<file path="src/rtl/ldpc_iter_ctrl.sv">
// ldpc_iter_ctrl: iteration scheduler for the LDPC decoder core.
// Runs one intrinsic VNU pass, then CNU/VNU rounds each followed by a
// one-cycle syndrome check. Terminates on zero syndrome, iteration limit,
// or a per-phase watchdog. All array enables are decoded from the
// registered state, so outputs are glitch-free Moore outputs.
module ldpc_iter_ctrl #(
    parameter int unsigned MAX_ITER    = 10,
    parameter int unsigned ITER_W      = 4,
    parameter int unsigned TIMEOUT_CYC = 64
) (
    input  logic              i_clk,
    input  logic              i_rst,
    input  logic              i_start,
    input  logic              i_abort,
    output logic              o_vnu_en,
    output logic              o_vnu_first,
    input  logic              i_vnu_over,
    output logic              o_cnu_en,
    input  logic              i_cnu_over,
    input  logic              i_syndrome_ok,
    output logic              o_busy,
    output logic              o_done,
    output logic              o_success,
    output logic              o_timeout_err,
    output logic [ITER_W-1:0] o_iter_count
);

    localparam int unsigned        CNT_W      = $clog2(TIMEOUT_CYC);
    localparam logic [CNT_W-1:0]   CNT_LAST   = CNT_W'(TIMEOUT_CYC - 1);
    localparam logic [ITER_W-1:0]  ITER_LIMIT = ITER_W'(MAX_ITER);

    localparam logic [2:0] S_IDLE     = 3'd0;
    localparam logic [2:0] S_INIT_VNU = 3'd1;
    localparam logic [2:0] S_CNU      = 3'd2;
    localparam logic [2:0] S_VNU      = 3'd3;
    localparam logic [2:0] S_CHECK    = 3'd4;
    localparam logic [2:0] S_DONE     = 3'd5;

    logic [2:0]        r_state;
    logic [CNT_W-1:0]  r_phase_cnt;
    logic [ITER_W-1:0] r_iter;
    logic              r_success;
    logic              r_timeout;

    logic              w_in_phase;
    logic              w_over_raw;
    logic              w_over_q;
    logic              w_wd_expire;
    logic [2:0]        w_next_phase;

    // Select the completion input of the active phase, qualify it, and detect watchdog expiry
    always_comb begin
        w_in_phase   = 1'b0;
        w_over_raw   = 1'b0;
        w_next_phase = S_IDLE;
        case (r_state)
            S_INIT_VNU: begin
                w_in_phase   = 1'b1;
                w_over_raw   = i_vnu_over;
                w_next_phase = S_CNU;
            end
            S_CNU: begin
                w_in_phase   = 1'b1;
                w_over_raw   = i_cnu_over;
                w_next_phase = S_VNU;
            end
            S_VNU: begin
                w_in_phase   = 1'b1;
                w_over_raw   = i_vnu_over;
                w_next_phase = S_CHECK;
            end
            default: ;
        endcase
        // A completion level left over from the previous phase is ignored on the first cycle.
        w_over_q    = w_in_phase && w_over_raw && (r_phase_cnt != '0);
        w_wd_expire = w_in_phase && !w_over_q && (r_phase_cnt == CNT_LAST);
    end

    // State, phase counter, iteration count and status registers
    always_ff @(posedge i_clk) begin
        if (i_rst) begin
            r_state     <= S_IDLE;
            r_phase_cnt <= '0;
            r_iter      <= '0;
            r_success   <= 1'b0;
            r_timeout   <= 1'b0;
        end else if (i_abort) begin
            r_state     <= S_IDLE;
            r_phase_cnt <= '0;
        end else begin
            case (r_state)
                S_IDLE: begin
                    if (i_start) begin
                        r_state     <= S_INIT_VNU;
                        r_phase_cnt <= '0;
                        r_iter      <= '0;
                        r_success   <= 1'b0;
                        r_timeout   <= 1'b0;
                    end
                end
                S_INIT_VNU, S_CNU, S_VNU: begin
                    if (w_over_q) begin
                        r_state     <= w_next_phase;
                        r_phase_cnt <= '0;
                        if (r_state == S_VNU) begin
                            r_iter <= r_iter + ITER_W'(1);
                        end
                    end else if (w_wd_expire) begin
                        r_state     <= S_DONE;
                        r_phase_cnt <= '0;
                        r_timeout   <= 1'b1;
                        r_success   <= 1'b0;
                    end else begin
                        r_phase_cnt <= r_phase_cnt + CNT_W'(1);
                    end
                end
                S_CHECK: begin
                    r_phase_cnt <= '0;
                    if (i_syndrome_ok) begin
                        r_state   <= S_DONE;
                        r_success <= 1'b1;
                    end else if (r_iter == ITER_LIMIT) begin
                        r_state   <= S_DONE;
                        r_success <= 1'b0;
                    end else begin
                        r_state   <= S_CNU;
                    end
                end
                S_DONE: begin
                    r_state <= S_IDLE;
                end
                default: begin
                    r_state     <= S_IDLE;
                    r_phase_cnt <= '0;
                end
            endcase
        end
    end

    assign o_vnu_en      = (r_state == S_INIT_VNU) || (r_state == S_VNU);
    assign o_vnu_first   = (r_state == S_INIT_VNU);
    assign o_cnu_en      = (r_state == S_CNU);
    assign o_busy        = (r_state != S_IDLE);
    assign o_done        = (r_state == S_DONE);
    assign o_success     = r_success;
    assign o_timeout_err = r_timeout;
    assign o_iter_count  = r_iter;

endmodule

</file>
<file path="config.mk">
export PLATFORM = sky130hd
export DESIGN_NAME = ldpc_iter_ctrl
export DESIGN_NICKNAME = d
export VERILOG_FILES = /design/src/rtl/ldpc_iter_ctrl.sv
export SDC_FILE = /design/constraint.sdc
export NUM_CORES = 1
export LEC_CHECK = 0
export BUFFER_PORTS_ARGS = -buffer_cell sky130_fd_sc_hd__buf_2
export CORE_ASPECT_RATIO = 1.4
export CORE_MARGIN = 3
export CORE_UTILIZATION = 25
export DETAILED_ROUTE_END_ITERATION = 8
export GPL_ROUTABILITY_DRIVEN = 1
export GPL_TIMING_DRIVEN = 0
export PLACE_DENSITY = 0.49
export SYNTH_ARGS = -nofsm -noshare
export SYNTH_HDL_FRONTEND = slang
export SYNTH_SLANG_ARGS = --single-unit
</file>
<file path="constraint.sdc">
create_clock -name i_clk -period 3.3 [get_ports i_clk]
set_input_delay 0.165 -clock i_clk [delete_from_list [all_inputs] [get_ports i_clk]]
set_output_delay 0.165 -clock i_clk [all_outputs]
set_load 0.05 [all_outputs]
</file>
# --- Yosys cells after proc, flatten, opt, wreduce, memory -nomap -nowiden ---
# Index checks and enable logic that the tools add are counted.
# W data, S select, Z words.
totals:
  register_bits: 15
  in_bits: 7
  word_cells: 68
op_classes:
  n_addsub: 2
  eq_ne: 14
  muxes: 26
  bitwise_logic: 2
  reduce_logical: 19
op_table:
  columns: ["cell", "n"]
  rows:
  - ["$mux W6", 3]
  - ["$pmux W3 S3", 2]
  - ["$pmux W6 S3", 1]
  - ["$mux W3", 5]
  - ["$mux W4", 3]
  - ["$reduce_and A5 Y1", 2]
  - ["$mux W1", 8]
  - ["$pmux W4 S2", 1]
  - ["$add A6 B1 Y6 const B", 1]
  - ["$eq A3 B2 Y1 const B", 2]
  - ["$eq A3 B3 Y1 const B", 2]
  - ["$eq A6 B6 Y1 const B", 1]
  - ["$ne A2 B1 Y1 const B", 3]
  - ["$reduce_and A6 Y1", 1]
  - ["$reduce_bool A3 Y1", 2]
  - ["$reduce_bool A6 Y1", 1]
  - ["$add A4 B1 Y4 const B", 1]
  - ["$eq A4 B4 Y1 const B", 1]
  - ["$logic_and A1 B1 Y1", 4]
  - ["$ne A2 B2 Y1 const B", 2]
  - ["$pmux W1 S2", 2]
  - ["$reduce_and A2 Y1", 2]
  - ["$reduce_or A2 Y1", 2]
  - ["$eq A3 B1 Y1 const B", 1]
  - ["other kinds (9)", 10]

# --- Longest topological paths before layout ---
# Gate-level depths: netlist of the first run.
depth:
  ltp_word: 11
  ltp_mapped: 7

# --- Worst setup path before layout of the first run ---
# No wires, ideal clock.
synth_path:
  kind: "register to output"
  from: "register r_state[2]"
  to: "output o_cnu_en"
  arrival_time_ns: 1.678
  required_ns: 3.135
  setup_slack_ns: 1.457
  stages_incl_launch_ff: 4
  cell_sequence: "dfxtp_1 > buf_2 > buf_1 > nor3_1"
synth_via:
  elab_chain_len: 1
synth_lines:
  columns: ["item", "line_no", "text"]
  rows:
  - ["start, declared", "39", "logic [2:0] r_state;"]
  - ["start signal, assigned", "103", "r_state <= w_next_phase;"]
  - ["$eq A3 B2 Y1", "142", "assign o_cnu_en = (r_state == S_CNU);"]
  - ["end, declared", "18", "output logic o_cnu_en,"]
# Every way passes these cells.

# --- Worst setup path in the final report of the first run ---
layout_path:
  from: "register r_phase_cnt[0]"
  to: "register r_state[0]"
layout_via:
  elab_chain_len: 7
layout_lines:
  columns: ["item", "line_no", "text"]
  rows:
  - ["start, declared", "40", "logic [CNT_W-1:0] r_phase_cnt;"]
  - ["start signal, assigned", "114", "r_phase_cnt <= r_phase_cnt + CNT_W'(1);"]
  - ["$reduce_bool A6 Y1", "75", "w_over_q = w_in_phase && w_over_raw && (r_phase_cnt != '0);"]
  - ["$logic_and A1 B1 Y1", "75", null]
  - ["$logic_not A1 Y1", "76", "w_wd_expire = w_in_phase && !w_over_q && (r_phase_cnt == CNT_LAST);"]
  - ["$logic_and A1 B1 Y1 (2 in series)", "76", null]
  - ["$ne A3 B1 Y1 (no source line)", null, null]
  - ["$reduce_and A2 Y1 (no source line)", null, null]
# Parallel ways exist; a longest one is shown, timed or not.
# A chain may end at the register's enable or synchronous reset.

==> summary.json, run 1 <==
{
  "overflow": {"value": 0},
  "synthDistinctLibCells": {"value": 50},
  "design.final.nets": {"value": 160},
  "timing.critical_path.cells": {"value": "inv_1 > ha_1 > and2b_1 > a22oi_4 > nor4_2 > or3_1 > o32ai_1"},
  "clk_path_buf_depth": {"value": 2},
  "design_power_total": {"value": 410, "unit": "uW"},
  "syn_area": {"value": 0.00101, "unit": "mm2"},
  "cts-htree-levels": {"value": 1},
  "synthesis.nets": {"value": 138},
  "critical_path.max_stage_delay": {"value": 0.39, "unit": "ns"},
  "power_density": {"value": 344, "unit": "mW/mm2"},
  "grt_util_all_layers": {"value": 11.5, "unit": "%"},
  "antenna_violating_nets_post_route": {"value": 0},
  "place.port_buffers": {"value": 17},
  "final_min_period_over_clock_period": {"value": 55.6, "unit": "%"},
  "min_delay_worst_endpoint": {"value": "o_iter_count[1]"},
  "floorplan.initialDensity": {"value": 26.7, "unit": "%"},
  "synthesis_to_finish_area_growth": {"value": 18.3, "unit": "%"},
  "std_cell_rows": {"value": 26},
  "crit_path_max_fanout": {"value": 8},
  "max-cap-violations": {"value": 0},
  "antenna_cells_inserted": {"value": 0},
  "status": {"value": "completed"},
  "synth_cells": {"value": 127},
  "fmaxAchievable": {"value": 0.545, "unit": "GHz"},
  "drive_gt1_share": {"value": 23.0, "unit": "%"},
  "share_of_async_settable_or_async_resettable_flops_after_synthesis": {"value": 0, "unit": "%"},
  "worstSetupEndpointType": {"value": "flip-flop"},
  "drt_iter0_drc": {"value": 21},
  "antenna_found_initial": {"value": 0},
  "crit_required": {"value": 3.46, "unit": "ns"},
  "num_vias": {"value": 983},
  "fin_tns_setup": {"value": 0, "unit": "ns"},
  "floorplan.die_area": {"value": 0.00483, "unit": "mm2"},
  "postCtsResizedCells": {"value": 0},
  "capture_point_of_the_worst_reg_to_reg_path": {"value": "r_state[0]"},
  "placement.cell_area": {"value": 0.00114, "unit": "mm2"},
  "cp_num_cells": {"value": 7},
  "r2r_worst_path_depth": {"value": 7},
  "cellLeakagePower": {"value": 0.000472, "unit": "uW"},
  "seq_area_frac_synth": {"value": 29.9, "unit": "%"},
  "synth-edff-count": {"value": 0},
  "cts_root_buffer": {"value": "clkbuf_8"},
  "hold_depth": {"value": 2},
  "clock_sink_count": {"value": 15},
  "critical_path_arrival": {"value": 1.99, "unit": "ns"},
  "grt_start_max_net_pins": {"value": 11},
  "clock_latency_late_sink": {"value": 0.25, "unit": "ns"},
  "startpoint_type": {"value": "flip-flop"},
  "numCtsBuffers": {"value": 3},
  "yosys_warn_count": {"value": 0},
  "rd_place_congestion": {"value": 0.707},
  "yosys-top-cells-area": {"value": "dfxtp_1, nor2_1, ha_1"},
  "dp_hpwl": {"value": 1990, "unit": "um"},
  "min-delay-start": {"value": "i_rst"},
  "worst_r2r_startpoint": {"value": "r_phase_cnt[0]"},
  "grt_pass1_vias": {"value": 988},
  "critPathTopFamily": {"value": "simple AND/OR/NAND/NOR gates"},
  "cts.clk_slew.worst_paths": {"value": 0.07, "unit": "ns"},
  "filler_cell_count": {"value": 413},
  "cts_hold_buffers": {"value": 0},
  "grt_pass1_wl": {"value": 4300, "unit": "um"},
  "timing_hold_violations_final": {"value": 0},
  "synth_area_per_cell": {"value": 7.92, "unit": "um2"},
  "r2r_setup_slk": {"value": 1.47, "unit": "ns"},
  "critical_path.n_buffers_inverters": {"value": 1},
  "slew_viol_final": {"value": 0},
  "cts_tree": {"value": "yes"},
  "skew": {"value": 0.00246, "unit": "ns"},
  "chipWidth": {"value": 59.6, "unit": "um"},
  "min_period": {"value": 1.83, "unit": "ns"},
  "worstHoldPathType": {"value": "primary input to flip-flop"},
  "wire_length_per_cell": {"value": 13.6, "unit": "um"},
  "vias_per_cell": {"value": 5.17},
  "most-common-layout-cells": {"value": "buf_2, dfxtp_1, nor2_1"},
  "drt_pass1_iterations": {"value": 4},
  "drc": {"value": 0},
  "timing.slew.headroom": {"value": 59.8, "unit": "%"},
  "timing_worst_slew_pin_value": {"value": 0.598, "unit": "ns"},
  "die_h": {"value": 81.1, "unit": "um"},
  "yosys_most_used_dff": {"value": "dfxtp_1"},
  "synth_top_cell_by_area": {"value": "dfxtp_1"},
  "io-pin-count": {"value": 18},
  "core_area": {"value": 0.00377, "unit": "mm2"},
  "yosys_register_bits": {"value": 15},
  "setup_viol": {"value": 0},
  "finalInstanceArea": {"value": 0.00119, "unit": "mm2"},
  "crit_path_top_delay_cell": {"value": "or3_1"},
  "layout.cells.most_common": {"value": "buf_2"},
  "rsz0062_at_grt": {"value": "false"},
  "totalWireLength": {"value": 2590, "unit": "um"},
  "worst_ir_drop_vdd": {"value": 0.000276, "unit": "V"},
  "synth.top_cell.area_share": {"value": 29.9, "unit": "%"},
  "postCtsSetupBuffers": {"value": 0},
  "criticalPathCategory": {"value": "flip-flop to flip-flop"}
}
worst max-delay path by stage:
stage	start	end
after detailed placement	r_phase_cnt[0]	r_state[0]
after global routing	r_phase_cnt[0]	r_state[0]
after global placement	r_phase_cnt[0]	r_state[0]
final	r_phase_cnt[0]	r_state[0]
after floorplan	r_state[2]	o_cnu_en
after CTS	r_phase_cnt[0]	r_state[0]
metal layers:
layer	vias to the layer above	share of wire, %	GRT usage [%]
met5	-	0	0
met4	0	1.1	3.99
met3	4	4.1	1.75
met2	21	53	21.2
met1	464	42	12.9
li1	494	-	-
state kept, by name (all words and copies together) (netlist names):
register / count
r_state: 3
r_phase_cnt: 6
o_iter_count: 4
o_timeout_err: 1
o_success: 1
synthesized netlist by cell type (2+ instances only):
cell type  number
dfxtp_1        15
nor2_1         14
inv_1          12
nand2_1        12
a21oi_1         7
nand3_1         5
ha_1            4
nor3_1          4
a31oi_1         3
or3_1           3
and3_1          2
buf_2           2
nand2b_1        2
o22ai_1         2
o311a_1         2
o32ai_1         2
or4_1           2
xnor2_1         2
cell type report:
cell class / instances / area, um2 / share of cell area (%)
buffer: 5 / 25.0 / 2.10
multi-input combinational: 95 / 636 / 53.4
clock inverter: 1 / 5.00 / 0.421
clock buffer: 3 / 41.3 / 3.47
inverter: 12 / 45.0 / 3.79
sequential: 15 / 300 / 25.2
timing repair buffer: 17 / 85.1 / 7.15
tap: 42 / 52.6 / 4.42
where the power goes:
part / internal [uW] / switching (uW)
sequential: 184 / 1.26
combinational: 21.3 / 48.9
clock: 83.7 / 70.9
cells by family (layout without fill, tap and decap cells):
logic type      after synthesis  in the layout  synth area share [%]
buf+inv                      17             38                  6.96
fa+ha+maj                     5              5                  5.97
flops                        15             15                  29.9
compound gates               25             25                  18.7
xor+xnor                      3              3                  2.61
simple gates                 62             62                  35.9
per-stage QoR:
stage | std cells | utilization (%) | hold WS [ns] | setup slack [ns]
3_5_place_dp | 186 | 30.3 | 0.418 | 1.47
3_3_place_gp | 186 | 30.3 | 0.422 | 1.48
5_1_grt | 190 | 31.5 | 0.159 | 1.28
2_1_floorplan | 127 | - | 0.234 | 1.46
4_1_cts | 190 | 31.5 | 0.160 | 1.45
6_report | 190 | 31.5 | 0.163 | 1.47
Power figures use the tool's default switching activity.
==> inputs of run 2 (changes only) <==
- PLACE_DENSITY: 0.49 -> 0.51
- clock period: 3.3 -> 1.5 ns (I/O delays scaled with it)
==> run 2 against run 1 <==
Effect of this change: the run now ends with negative setup slack left; fmax rose by 8.2%; critical path depth did not move; setup slack lost 1.7 ns; routed wire length up 8.7%; sequential cell count did not move; core utilization is 5.5 points higher; worst hold slack worse by 0.10 ns; first-iteration DRC count grew 140%; non-clock buffer count up 10; sequential power increased by 120%; total power up 130%; largest power group unchanged.
==> summary.json, run 2 (synthesized netlist as in run 1, its figures left out) <==
{
  "critical_path_arrival": {"value": 1.88, "unit": "ns", "change": "-0.11 ns"},
  "place.port_buffers": {"value": 17, "change": "unchanged"},
  "clk_path_buf_depth": {"value": 2, "change": "unchanged"},
  "dp_hpwl": {"value": 2010, "unit": "um", "change": "+0.86%"},
  "hold_depth": {"value": 2, "change": "unchanged"},
  "fin_tns_setup": {"value": -1.54, "unit": "ns", "change": "-1.54 ns"},
  "grt_start_max_net_pins": {"value": 11, "change": "unchanged"},
  "min_period": {"value": 1.70, "unit": "ns", "change": "-0.139 ns"},
  "cts-htree-levels": {"value": 1, "change": "unchanged"},
  "cts_hold_buffers": {"value": 0, "change": "unchanged"},
  "cts.clk_slew.worst_paths": {"value": 0.06, "unit": "ns", "change": "about the same"},
  "max_flop_register": {"value": "r_phase_cnt"},
  "num_vias": {"value": 1038, "change": "+5.6%"},
  "slew_viol_final": {"value": 0, "change": "unchanged"},
  "timing_hold_violations_final": {"value": 0, "change": "unchanged"},
  "largest_register_ffs": {"value": 6, "change": "unchanged"},
  "cts_tree": {"value": "yes"},
  "dpl_worst_slack": {"value": -0.283, "unit": "ns", "change": "-1.75 ns"},
  "cts_root_buffer": {"value": "clkbuf_8"},
  "layout_setup_ws": {"value": -0.196, "unit": "ns", "change": "-1.66 ns"},
  "power_density": {"value": 669, "unit": "mW/mm2", "change": "+94%"},
  "rsz0062_at_grt": {"value": "true"},
  "crit_path_max_fanout": {"value": 5, "change": "-3"},
  "worstSetupEndpointType": {"value": "flip-flop"},
  "worstHoldPathType": {"value": "primary input to flip-flop"},
  "layout.cells.most_common": {"value": "buf_2"},
  "multiInputGateArea": {"value": 738, "unit": "um2", "change": "+16%"},
  "grt_util_all_layers": {"value": 12.5, "unit": "%", "change": "+1.1 points"},
  "antenna_found_initial": {"value": 0, "change": "unchanged"},
  "capture_point_of_the_worst_reg_to_reg_path": {"value": "o_iter_count[1]"},
  "clock_sink_count": {"value": 15, "change": "unchanged"},
  "wire_length_per_cell": {"value": 14.1, "unit": "um", "change": "+3.3%"},
  "antenna_violating_nets_post_route": {"value": 0, "change": "unchanged"},
  "die_h": {"value": 81.1, "unit": "um", "change": "unchanged"},
  "rd_place_congestion": {"value": 0.841, "change": "+19%"},
  "drc": {"value": 0, "change": "unchanged"},
  "criticalPathCategory": {"value": "flip-flop to flip-flop"},
  "grt_pass1_wl": {"value": 4660, "unit": "um", "change": "+8.5%"},
  "timing.slew.headroom": {"value": 69.9, "unit": "%", "change": "+10 points"},
  "std_cell_rows": {"value": 26, "change": "unchanged"},
  "violations": {"value": "negative setup slack"},
  "setup_viol": {"value": 13, "change": "+13"},
  "clock_latency_late_sink": {"value": 0.25, "unit": "ns", "change": "about the same"},
  "timing_worst_slew_pin_value": {"value": 0.452, "unit": "ns", "change": "-0.146 ns"},
  "crit_required": {"value": 1.68, "unit": "ns", "change": "-1.78 ns"},
  "overflow": {"value": 0, "change": "unchanged"},
  "min-delay-start": {"value": "i_rst"},
  "worst_ir_drop_vdd": {"value": 0.000725, "unit": "V", "change": "+160%"},
  "antenna_cells_inserted": {"value": 0, "change": "unchanged"},
  "grt_pass1_vias": {"value": 989, "change": "+0.10%"},
  "fmaxAchievable": {"value": 0.589, "unit": "GHz", "change": "+8.2%"},
  "drt_pass1_iterations": {"value": 4, "change": "unchanged"},
  "floorplan.initialDensity": {"value": 26.7, "unit": "%", "change": "unchanged"},
  "finish.cell_count_without_fillers": {"value": 200, "change": "+5.3%"},
  "cellLeakagePower": {"value": 0.000553, "unit": "uW", "change": "+17%"},
  "worst_r2r_startpoint": {"value": "r_phase_cnt[0]"},
  "final_min_period_over_clock_period": {"value": 113, "unit": "%", "change": "+57 points"},
  "filler_cell_count": {"value": 394, "change": "-4.6%"},
  "io-pin-count": {"value": 18, "change": "unchanged"},
  "most-common-layout-cells": {"value": "buf_2, nor2_1, nand2_1, dfxtp_1, inv_1"},
  "min_delay_worst_endpoint": {"value": "o_iter_count[1]"},
  "r2r_setup_slk": {"value": -0.20, "unit": "ns", "change": "-1.66 ns"},
  "ff_latch_area": {"value": 305, "unit": "um2", "change": "+1.7%"},
  "skew": {"value": 0.000912, "unit": "ns", "change": "-0.00154 ns"},
  "numCtsBuffers": {"value": 3, "change": "unchanged"},
  "synthesis_to_finish_area_growth": {"value": 38.8, "unit": "%"},
  "totalWireLength": {"value": 2810, "unit": "um", "change": "+8.7%"},
  "max-cap-violations": {"value": 0, "change": "unchanged"},
  "chipWidth": {"value": 59.6, "unit": "um", "change": "unchanged"},
  "status": {"value": "complete, but fails checks"},
  "design.final.nets": {"value": 170, "change": "+6.3%"},
  "r2r_worst_path_depth": {"value": 7, "change": "unchanged"},
  "vias_per_cell": {"value": 5.19, "change": "+0.32%"},
  "place.detailed.instances": {"value": 186, "change": "unchanged"},
  "drt_iter0_drc": {"value": 51, "change": "+140%"},
  "drive_gt1_share": {"value": 41.8, "unit": "%", "change": "+19 points"},
  "final_core_util": {"value": 37.0, "unit": "%", "change": "+5.5 points"},
  "floorplan.die_area": {"value": 0.00483, "unit": "mm2", "change": "unchanged"},
  "startpoint_type": {"value": "flip-flop"},
  "core_area": {"value": 0.00377, "unit": "mm2", "change": "unchanged"}
}
run 2: routing by layer:
metal,GRT usage (%),up-vias,routed length (um)
met3,3.50,2,127
met2,23.4,16,1550
li1,-,514,-
met4,2.00,0,14
met5,0,-,0
met1,14.0,506,1120
run 2: final cells by class:
type,count,share of cell area (%)
multi-input combinational,95,52.9
sequential,15,21.9
timing repair buffer,27,12.6
tap,42,3.76
clock buffer,4,3.23
inverter,12,3.23
buffer,5,2.42
run 2: worst max path at each step:
stage                    start              end
2_1_floorplan  o_iter_count[0]        o_success
3_3_place_gp    r_phase_cnt[0]       r_state[0]
3_5_place_dp    r_phase_cnt[0]       r_state[0]
4_1_cts         r_phase_cnt[0]  o_iter_count[1]
5_1_grt         r_phase_cnt[0]  o_iter_count[1]
6_report        r_phase_cnt[0]  o_iter_count[1]
run 2: worst max-delay path, cell delays in order (launching register included):
cell and delay, ns:
dfxtp_2 0.35, inv_2 0.04, ha_2 0.16, and2b_1 0.18
a22oi_4 0.26, nand2_2 0.08, or4_1 0.43, a21oi_2 0.13
run 2: power breakdown:
| group | switching (uW) | internal, uW |
|---|---|---|
| registers | 2.88 | 404 |
| logic | 121 | 70.7 |
| clock network | 147 | 188 |
run 2: stage by stage:
stage / cell area [um2] / power, uW / hold WS [ns]
CTS: 1350 / 940 / 0.0520
finish: 1400 / 934 / 0.0620
global route: 1400 / 991 / 0.0640
detailed placement: 1170 / 574 / 0.318
global placement: 1170 / 573 / 0.316
floorplan: 1030 / 531 / 0.137
run 2: what timing repair did:
action | 4_1_cts | 5_1_grt
buffers inserted | 10 | 0
pin swaps | 11 | 3
gates resized for setup | 14 | 11
setup endpoints to repair | 12 | 17
